### config.mk
export PLATFORM = sky130hd
export DESIGN_NAME = stream_mux_arb_flat
export DESIGN_NICKNAME = d
export VERILOG_FILES = /design/src/rtl/stream_mux_arb_if.sv /design/src/rtl/stream_mux_arb.sv /design/src/flat_wrapper.sv
export SDC_FILE = /design/constraint.sdc
export NUM_CORES = 1
export LEC_CHECK = 0
export ABC_AREA = 1
export CORE_UTILIZATION = 37
export CTS_BUF_LIST = sky130_fd_sc_hd__clkbuf_8
export DETAILED_ROUTE_END_ITERATION = 10
export GPL_ROUTABILITY_DRIVEN = 1
export PLACE_DENSITY = 0.78
export SETUP_SLACK_MARGIN = 0.15
export SLEW_MARGIN = 20
export SYNTH_ARGS = -nofsm -noshare
export SYNTH_HDL_FRONTEND = slang
export SYNTH_SLANG_ARGS = --single-unit
### constraint.sdc
create_clock -name clk -period 3.25 [get_ports clk]
set_input_delay 0.65 -clock clk [delete_from_list [all_inputs] [get_ports clk]]
set_output_delay 0.65 -clock clk [all_outputs]
set_load 0.01 [all_outputs]
### src/rtl/stream_mux_arb_if.sv
`default_nettype none
// ============================================================================
// Module   : stream_mux_arb_if
// Brief    : Handshake bundle between N producer streams, the mux and one consumer.
// Revision : 1.0
// ============================================================================
interface stream_mux_arb_if #(
    parameter int NUM_CH = 4,
    parameter int WIDTH  = 8
);
    localparam int SEL_W = $clog2(NUM_CH);

    logic                    mode;
    logic [SEL_W-1:0]        sel;
    logic [NUM_CH-1:0]       in_valid;
    logic [NUM_CH*WIDTH-1:0] in_data;
    logic [NUM_CH-1:0]       in_ready;
    logic                    out_valid;
    logic [WIDTH-1:0]        out_data;
    logic [SEL_W-1:0]        out_ch;
    logic                    out_ready;

    modport slave (
        input  mode, sel, in_valid, in_data, out_ready,
        output in_ready, out_valid, out_data, out_ch
    );

    modport master (
        output mode, sel, in_valid, in_data, out_ready,
        input  in_ready, out_valid, out_data, out_ch
    );
endinterface
`default_nettype wire

### src/rtl/stream_mux_arb.sv
`default_nettype none
// ============================================================================
// Module   : stream_mux_arb
// Brief    : N-channel valid/ready mux, fixed-select or round-robin, with a
//            one-entry registered output buffer.
// Revision : 1.0
// ============================================================================
module stream_mux_arb #(
    parameter int NUM_CH = 4,
    parameter int WIDTH  = 8
) (
    input  wire logic        clk,
    input  wire logic        rst_n,
    stream_mux_arb_if.slave  bus
);
    localparam int               SEL_W      = $clog2(NUM_CH);
    localparam logic [SEL_W-1:0] c_last_ch  = SEL_W'(NUM_CH - 1);
    localparam logic [SEL_W:0]   c_num_ch_x = (SEL_W + 1)'(NUM_CH);

    logic                 out_valid_q, out_valid_d;
    logic [WIDTH-1:0]     out_data_q,  out_data_d;
    logic [SEL_W-1:0]     out_ch_q,    out_ch_d;
    logic [SEL_W-1:0]     rr_ptr_q,    rr_ptr_d;

    logic                 w_space;
    logic                 w_fix_vld;
    logic                 w_rr_vld;
    logic                 w_grant_vld;
    logic                 w_xfer_in;
    logic [SEL_W-1:0]     w_rr_off;
    logic [SEL_W:0]       w_rr_sum;
    logic [SEL_W-1:0]     w_grant_idx;
    logic [2*NUM_CH-1:0]  w_rr_dbl;
    logic [2*NUM_CH-1:0]  w_rr_sh;
    logic [NUM_CH-1:0]    w_rr_rot;
    logic [WIDTH-1:0]     w_grant_data;

    assign w_space = !out_valid_q || bus.out_ready;

    // Out-of-range sel matches no channel, so it yields no grant.
    always_comb begin : fixed_pick
        w_fix_vld = 1'b0;
        for (int i = 0; i < NUM_CH; i++) begin
            if (bus.sel == SEL_W'(i)) begin
                w_fix_vld = bus.in_valid[i];
            end
        end
    end

    // Rotate valids so the pointer channel sits at bit 0, then take the lowest set bit.
    assign w_rr_dbl = {bus.in_valid, bus.in_valid};
    assign w_rr_sh  = w_rr_dbl >> rr_ptr_q;
    assign w_rr_rot = w_rr_sh[NUM_CH-1:0];

    always_comb begin : rr_pick
        w_rr_vld = |w_rr_rot;
        w_rr_off = '0;
        for (int j = NUM_CH - 1; j >= 0; j--) begin
            if (w_rr_rot[j]) begin
                w_rr_off = SEL_W'(j);
            end
        end
        w_rr_sum = {1'b0, rr_ptr_q} + {1'b0, w_rr_off};
        if (w_rr_sum >= c_num_ch_x) begin
            w_rr_sum = w_rr_sum - c_num_ch_x;
        end
    end

    always_comb begin : grant_sel
        if (bus.mode) begin
            w_grant_vld = w_rr_vld;
            w_grant_idx = w_rr_sum[SEL_W-1:0];
        end else begin
            w_grant_vld = w_fix_vld;
            w_grant_idx = bus.sel;
        end
    end

    assign w_xfer_in = rst_n && w_space && w_grant_vld;

    always_comb begin : ready_gen
        bus.in_ready = '0;
        if (w_xfer_in) begin
            bus.in_ready = NUM_CH'(1) << w_grant_idx;
        end
    end

    always_comb begin : data_mux
        w_grant_data = '0;
        for (int i = 0; i < NUM_CH; i++) begin
            if (w_grant_idx == SEL_W'(i)) begin
                w_grant_data = bus.in_data[i*WIDTH +: WIDTH];
            end
        end
    end

    // A fresh accept wins over a drain so the buffer refills in the cycle it empties.
    always_comb begin : next_state
        out_valid_d = out_valid_q;
        out_data_d  = out_data_q;
        out_ch_d    = out_ch_q;
        rr_ptr_d    = rr_ptr_q;
        if (w_xfer_in) begin
            out_valid_d = 1'b1;
            out_data_d  = w_grant_data;
            out_ch_d    = w_grant_idx;
            if (bus.mode) begin
                rr_ptr_d = (w_grant_idx == c_last_ch) ? '0 : w_grant_idx + SEL_W'(1);
            end
        end else if (out_valid_q && bus.out_ready) begin
            out_valid_d = 1'b0;
        end
    end

    always_ff @(posedge clk) begin
        if (!rst_n) begin
            out_valid_q <= 1'b0;
            out_data_q  <= '0;
            out_ch_q    <= '0;
            rr_ptr_q    <= '0;
        end else begin
            out_valid_q <= out_valid_d;
            out_data_q  <= out_data_d;
            out_ch_q    <= out_ch_d;
            rr_ptr_q    <= rr_ptr_d;
        end
    end

    assign bus.out_valid = out_valid_q;
    assign bus.out_data  = out_data_q;
    assign bus.out_ch    = out_ch_q;

endmodule
`default_nettype wire

### src/flat_wrapper.sv
// flat-port wrapper written by rule: the top's interface ports become plain ports
module stream_mux_arb_flat 
#(
    parameter int NUM_CH = 4,
    parameter int WIDTH  = 8
)
  (clk, rst_n, bus_mode, bus_sel, bus_in_valid, bus_in_data, bus_out_ready, bus_in_ready, bus_out_valid, bus_out_data, bus_out_ch);
  stream_mux_arb_if #(.NUM_CH(NUM_CH), .WIDTH(WIDTH)) bus_i ();
  input  wire logic clk;
  input  wire logic rst_n;
  input wire logic [$bits(bus_i.mode)-1:0] bus_mode;
  input wire logic [$bits(bus_i.sel)-1:0] bus_sel;
  input wire logic [$bits(bus_i.in_valid)-1:0] bus_in_valid;
  input wire logic [$bits(bus_i.in_data)-1:0] bus_in_data;
  input wire logic [$bits(bus_i.out_ready)-1:0] bus_out_ready;
  output wire logic [$bits(bus_i.in_ready)-1:0] bus_in_ready;
  output wire logic [$bits(bus_i.out_valid)-1:0] bus_out_valid;
  output wire logic [$bits(bus_i.out_data)-1:0] bus_out_data;
  output wire logic [$bits(bus_i.out_ch)-1:0] bus_out_ch;
  assign bus_i.mode = bus_mode;
  assign bus_i.sel = bus_sel;
  assign bus_i.in_valid = bus_in_valid;
  assign bus_i.in_data = bus_in_data;
  assign bus_i.out_ready = bus_out_ready;
  assign bus_in_ready = bus_i.in_ready;
  assign bus_out_valid = bus_i.out_valid;
  assign bus_out_data = bus_i.out_data;
  assign bus_out_ch = bus_i.out_ch;
  stream_mux_arb #(.NUM_CH(NUM_CH), .WIDTH(WIDTH)) u_core (.clk(clk), .rst_n(rst_n), .bus(bus_i));
endmodule
# After elaboration in Yosys (flattened, before gate mapping)
# Index checks and enable logic that the tools add are counted.
# totals
regBits	13
input_bits	42
# op_classes
add_sub_neg	3
n_lt_le_gt_ge	1
n_eq_ne	6
n_shift	2
n_mux	19
reduce_logical	10
# op_table
cell	count
2-to-1 mux 8 bit	4
2-to-1 mux 2 bit	7
== test 2 bit (second input constant)	4
>> shifter 8 x 2 -> 4 bit	1
2-to-1 mux 1 bit	7
== test 2 x 1 -> 1 bit (second input constant)	2
logical NOT 2 bit	2
2-to-1 mux 4 bit	1
OR reduction 4 bit	1
left shift 1 x 2 -> 4 bit (first input constant)	1
adder 2 x 2 -> 3 bit	1
greater-or-equal comparator 3 bit (second input constant)	1
logical AND 1 bit	3
adder 2 x 1 -> 2 bit (second input constant)	1
AND reduction 2 bit	1
nonzero test 2 bit	1
subtractor 2 x 1 -> 2 bit (second input constant)	1
logical NOT 1 bit	1
logical OR 1 bit	1

# Depth between registers and ports, before layout
# logic_depth
word_depth	14
mapped_depth	22

# Worst setup path after synthesis
# OpenSTA, ideal clock, no wires.
# synth_timing
path_kind	input port to output port
from	in bus_in_valid[1]
to	out bus_in_ready[3]
arrival_ps	2612
required_ps	2600
slack_ps	-12
stages	18
n_path_buf	2
path_cell_list	nand2_1 -> nand3_1 -> nand2_2 -> nand3_1 -> a21boi_0 -> ha_1 -> xor2_1 -> inv_1 -> nand2_1 -> nand2_1 -> nand2_1 -> nand2_1 -> inv_1 -> ha_1 -> clkbuf_1 -> clkbuf_1 -> inv_1 -> nor2_1
# synth_via
elab_chain_cells	11
elab_cells_between_ends	18
# synth_lines
element	line	text
start, declared	flat_wrapper.sv:13	input wire logic [$bits(bus_i.in_valid)-1:0] bus_in_valid;
>> shifter 8 x 2 -> 4 bit (*)	stream_mux_arb.sv:52	assign w_rr_sh = w_rr_dbl >> rr_ptr_q;
2-to-1 mux 2 bit (3 in a row)	stream_mux_arb.sv:59	if (w_rr_rot[j]) begin
2-to-1 mux 2 bit (*)	stream_mux_arb.sv:59	
adder 2 x 2 -> 3 bit (*)	stream_mux_arb.sv:63	w_rr_sum = {1'b0, rr_ptr_q} + {1'b0, w_rr_off};
greater-or-equal comparator 3 bit or subtractor 2 x 1 -> 2 bit (tied branches)	stream_mux_arb.sv:64, stream_mux_arb.sv:65	
2-to-1 mux 2 bit (*)	stream_mux_arb.sv:64	if (w_rr_sum >= c_num_ch_x) begin
2-to-1 mux 2 bit (*)	stream_mux_arb.sv:70	if (bus.mode) begin
named net u_core.w_grant_idx[1]	stream_mux_arb.sv:32	logic [SEL_W-1:0] w_grant_idx;
left shift 1 x 2 -> 4 bit (*)	stream_mux_arb.sv:84	bus.in_ready = NUM_CH'(1) << w_grant_idx;
2-to-1 mux 4 bit (*)	stream_mux_arb.sv:83	if (w_xfer_in) begin
end, declared	flat_wrapper.sv:16	output wire logic [$bits(bus_i.in_ready)-1:0] bus_in_ready;
# The timed path passes the listed nets; every way through them passes the cells marked *.

# Final worst setup path
# layout_timing
from	in bus_in_valid[2]
to	out bus_in_ready[2]
# The elaborated chain is that of the path after synthesis.

==> flow_metrics.py <==
metrics = {
    "outcome": {
        "status": "finished clean",
    },
    "critical_path": {
        "cp.arrival_ns": 2.46,
        "cp_slowest_cell": "ha_2",
        "cp_max_fo": 3,
        "reg2reg_depth": 22,
        "crit_top_cell": "nand2_1",
        "path_class": "in -> out",
        "regToRegSetupSlack_ns": 0.33,
        "cp-end-kind": "output port",
        "worstPathCellList": "buf_4 > nand2_1 > nand3_1 > nand3_2 > a21boi_2 > ha_2 > xor2_2 > inv_1 > nand2_1 > nand2_1 > nand2_2 > nand2_4 > inv_4 > ha_4 > inv_2 > nor2_2 > buf_2",
        "critPathRequiredTime_ns": 2.60,
        "crit_path_max_incr_delay_ns": 0.22,
        "cp-start-kind": "primary input",
        "r2r_end": "u_core.bus.out_data[2]",
        "r2r_start": "u_core.rr_ptr_q[0]",
    },
    "floorplanning": {
        "start_util_pct": 39.2,
        "core_mm2": 0.00278,
        "num_rows": 19,
        "die_height_um": 56.3,
        "die-area_mm2": 0.00317,
        "die_w_um": 56.3,
        "ios": 57,
    },
    "power": {
        "irDropWorstVdd_mv": 0.342,
        "p_sw_share_pct": 37.0,
        "p_seq_share_pct": 27.8,
        "p_comb_share_pct": 54.2,
        "powerDensity_mw_per_mm2": 392,
        "p_leak_nw": 0.896,
        "switching_power_mw": 0.281,
        "pwr-share-clk_pct": 18.0,
        "p_int_mw": 0.477,
    },
    "synth": {
        "synth_nets": 227,
        "yosysUniqueCellTypes": 21,
        "yosysTopAreaCell": "dfxtp_1",
        "synth_seq_area_share_pct": 23.9,
        "yosys_warnings": 0,
        "synth_cells": 180,
        "netlist.area_leader.share_pct": 23.9,
        "syn_area_per_cell_um2": 6.05,
        "synthesis.area_mm2": 0.00109,
        "synth_seq_cells": 13,
        "synth_area_leaders": "dfxtp_1 24%, nand2_1 23%, nand3_1 8.7%",
    },
    "cts": {
        "cts.sink_count": 13,
        "cts_root_buffer": "clkbuf_8",
        "cts_tree": "yes",
        "cts_max_level": 1,
        "clock_latency_ns": 0.24,
        "clockBufferDepth": 2,
        "clk_pin_slew_ns": 0.05,
        "cts_buffers": 3,
    },
    "timing": {
        "worst_pin_slew_ns": 0.273,
        "relSlewSlack_pct": 81.6,
        "fin_skew_ns": 0.00461,
        "finalSetupTns_ns": 0,
        "post-route-min-period_ns": 3.11,
        "setup_viol": 0,
        "rsz0062_at_grt": "true",
        "drv_slew": 0,
        "hold_viol": 0,
        "min_period_over_period_pct": 95.8,
        "fmax_mhz": 321,
    },
    "placed_design": {
        "placed_cells": 276,
        "io_buffers": 56,
        "hpwl_mm": 2.44,
        "gp_congestion": 0.921,
        "place_area_mm2": 0.00175,
    },
    "global_route": {
        "grt_pass1_wl_mm": 5.46,
        "grt.overflow.total": 0,
        "grt_pass1_vias": 1305,
        "grt_max_degree": 17,
        "track_usage_pct": 21.2,
        "antenna_found_initial": 0,
    },
    "flow_run": {
        "cap_viol_max_count": 0,
    },
    "layout": {
        "stdcell_count": 282,
        "finalNetCount": 299,
        "design_area_mm2": 0.00193,
        "layout-drive-gt1-share_pct": 26.7,
        "antenna_cells": 0,
        "syn2layout_area_growth_pct": 77.3,
    },
    "route": {
        "drc": 0,
        "drtIter0Drc": 72,
        "wl_per_cell_um": 12.4,
        "vias": 1428,
        "first_pass_iters": 4,
        "drtAntennaViolNets": 0,
        "routed_wl_mm": 3.51,
        "via_per_inst": 5.06,
    },
    "worst_hold_path": {
        "hold_class": "reg -> reg",
        "hp-start": "u_core.bus.out_data[4]",
        "hold_path_end": "u_core.bus.out_data[4]",
        "whs_path_depth": 2,
    },
}
[metrics by stage]
stage / total power [mW] / worst slack (ns) / util [%] / hold WS [ns]
6_report: 0.758 / 0.136 / 69.5 / 0.455
5_1_grt: 0.819 / 0.00656 / 69.5 / 0.479
4_1_cts: 0.730 / 0.181 / 65.6 / 0.460
3_5_place_dp: 0.578 / -0.658 / 63.1 / 0.454
3_3_place_gp: 0.574 / -0.620 / 63.1 / 0.449
2_1_floorplan: 0.399 / 0.135 / - / 0.480
[cells by family after synthesis]
| kind of cell | share of synthesized area (%) |
|---|---|
| compound gates | 14.5 |
| simple gates | 45.2 |
| flops | 23.9 |
| fa+ha+maj | 5.74 |
| buf+inv | 9.87 |
| xor+xnor | 0.804 |
[worst max path at each step]
stage                          from         endpoint  slack [ns]  cells past startpoint
floorplan           bus_in_valid[1]  bus_in_ready[3]        0.13                     18
global placement    bus_in_valid[0]  bus_in_ready[2]       -0.62                     18
detailed placement  bus_in_valid[0]  bus_in_ready[3]       -0.66                     18
CTS                 bus_in_valid[0]  bus_in_ready[2]        0.18                     18
global route        bus_in_valid[3]  bus_in_ready[2]       0.007                     18
finish              bus_in_valid[2]  bus_in_ready[2]        0.14                     17
[registers in the layout, indices dropped and copies added (netlist names)]
register              flops
u_core.bus.out_ch         2
u_core.bus.out_data       8
u_core.bus.out_valid      1
u_core.rr_ptr_q           2
[cells in the mapped netlist, drive strengths merged]
library cell	number
a21boi	2
a21oi	8
buf	3
clkbuf	3
dfxtp	13
ha	5
inv	16
nand2	70
nand3	25
nor2	13
o21a	1
o21ai	19
or2	1
xor2	1
[placed cells by master (no fill, tap or decap)]
cell and count:
nand2_1 60, clkdlybuf4s50_1 48, o21ai_0 19, buf_4 18, nand3_1 14, nor2_1 12, dfxtp_1 11, nand3_2 10
inv_1 9, a21oi_1 8, nand2_4 5, nand2_2 5, inv_2 5, buf_2 4, ha_4 3, clkbuf_8 3
inv_4 2, buf_6 2, dfxtp_4 2, clkinvlp_4 1, xor2_2 1, or2_2 1, o21a_1 1, a21boi_0 1
nand3_4 1, nor2_2 1, a21boi_2 1, ha_2 1, ha_1 1, buf_8 1
[worst max-delay path: cells and delay by family]
| family | cells | cell delay (ns) |
|---|---|---|
| AOI/OAI and AO/OA | 1 | 0.15 |
| adders and majority gates | 2 | 0.36 |
| xor gates and xnor gates | 1 | 0.14 |
| buffers and inverters | 5 | 0.42 |
| and+or+nand+nor | 8 | 0.74 |
[layer usage]
layer  track usage (%)  up-vias  wire (um)
met1              29.8      635       1540
met5                 0        -          0
met2              34.7       63       1760
met4              6.27        0         38
met3              1.61        6        176
li1                  -      724          -
[power groups by stage]
stage / Sequential, mW / Clock (mW) / Combinational [mW]
4_1_cts: 0.208 / 0.141 / 0.381
5_1_grt: 0.214 / 0.149 / 0.457
6_report: 0.211 / 0.136 / 0.411
2_1_floorplan: 0.220 / 0 / 0.179
3_5_place_dp: 0.210 / 0 / 0.367
3_3_place_gp: 0.210 / 0 / 0.364
[repair_timing]
item / CTS / global route
setup buffers: 0 / 2
hold buffers: 0 / 0
gates cloned: 0 / 0
resized for setup: 50 / 25
setup endpoints to repair: 12 / 12
endpoints found under the hold margin: 0 / 0
pin swaps: 12 / 13
[layout make-up]
cell class,count,area [um2]
Clock buffer,3,41.3
Timing Repair Buffer,73,673
Inverter,16,68.8
Tap cell,31,38.8
Sequential cell,13,268
Clock inverter,1,3.75
Fill cell,230,850
Multi-Input combinational cell,145,838
No activity file was read; power rests on OpenSTA's default activity.
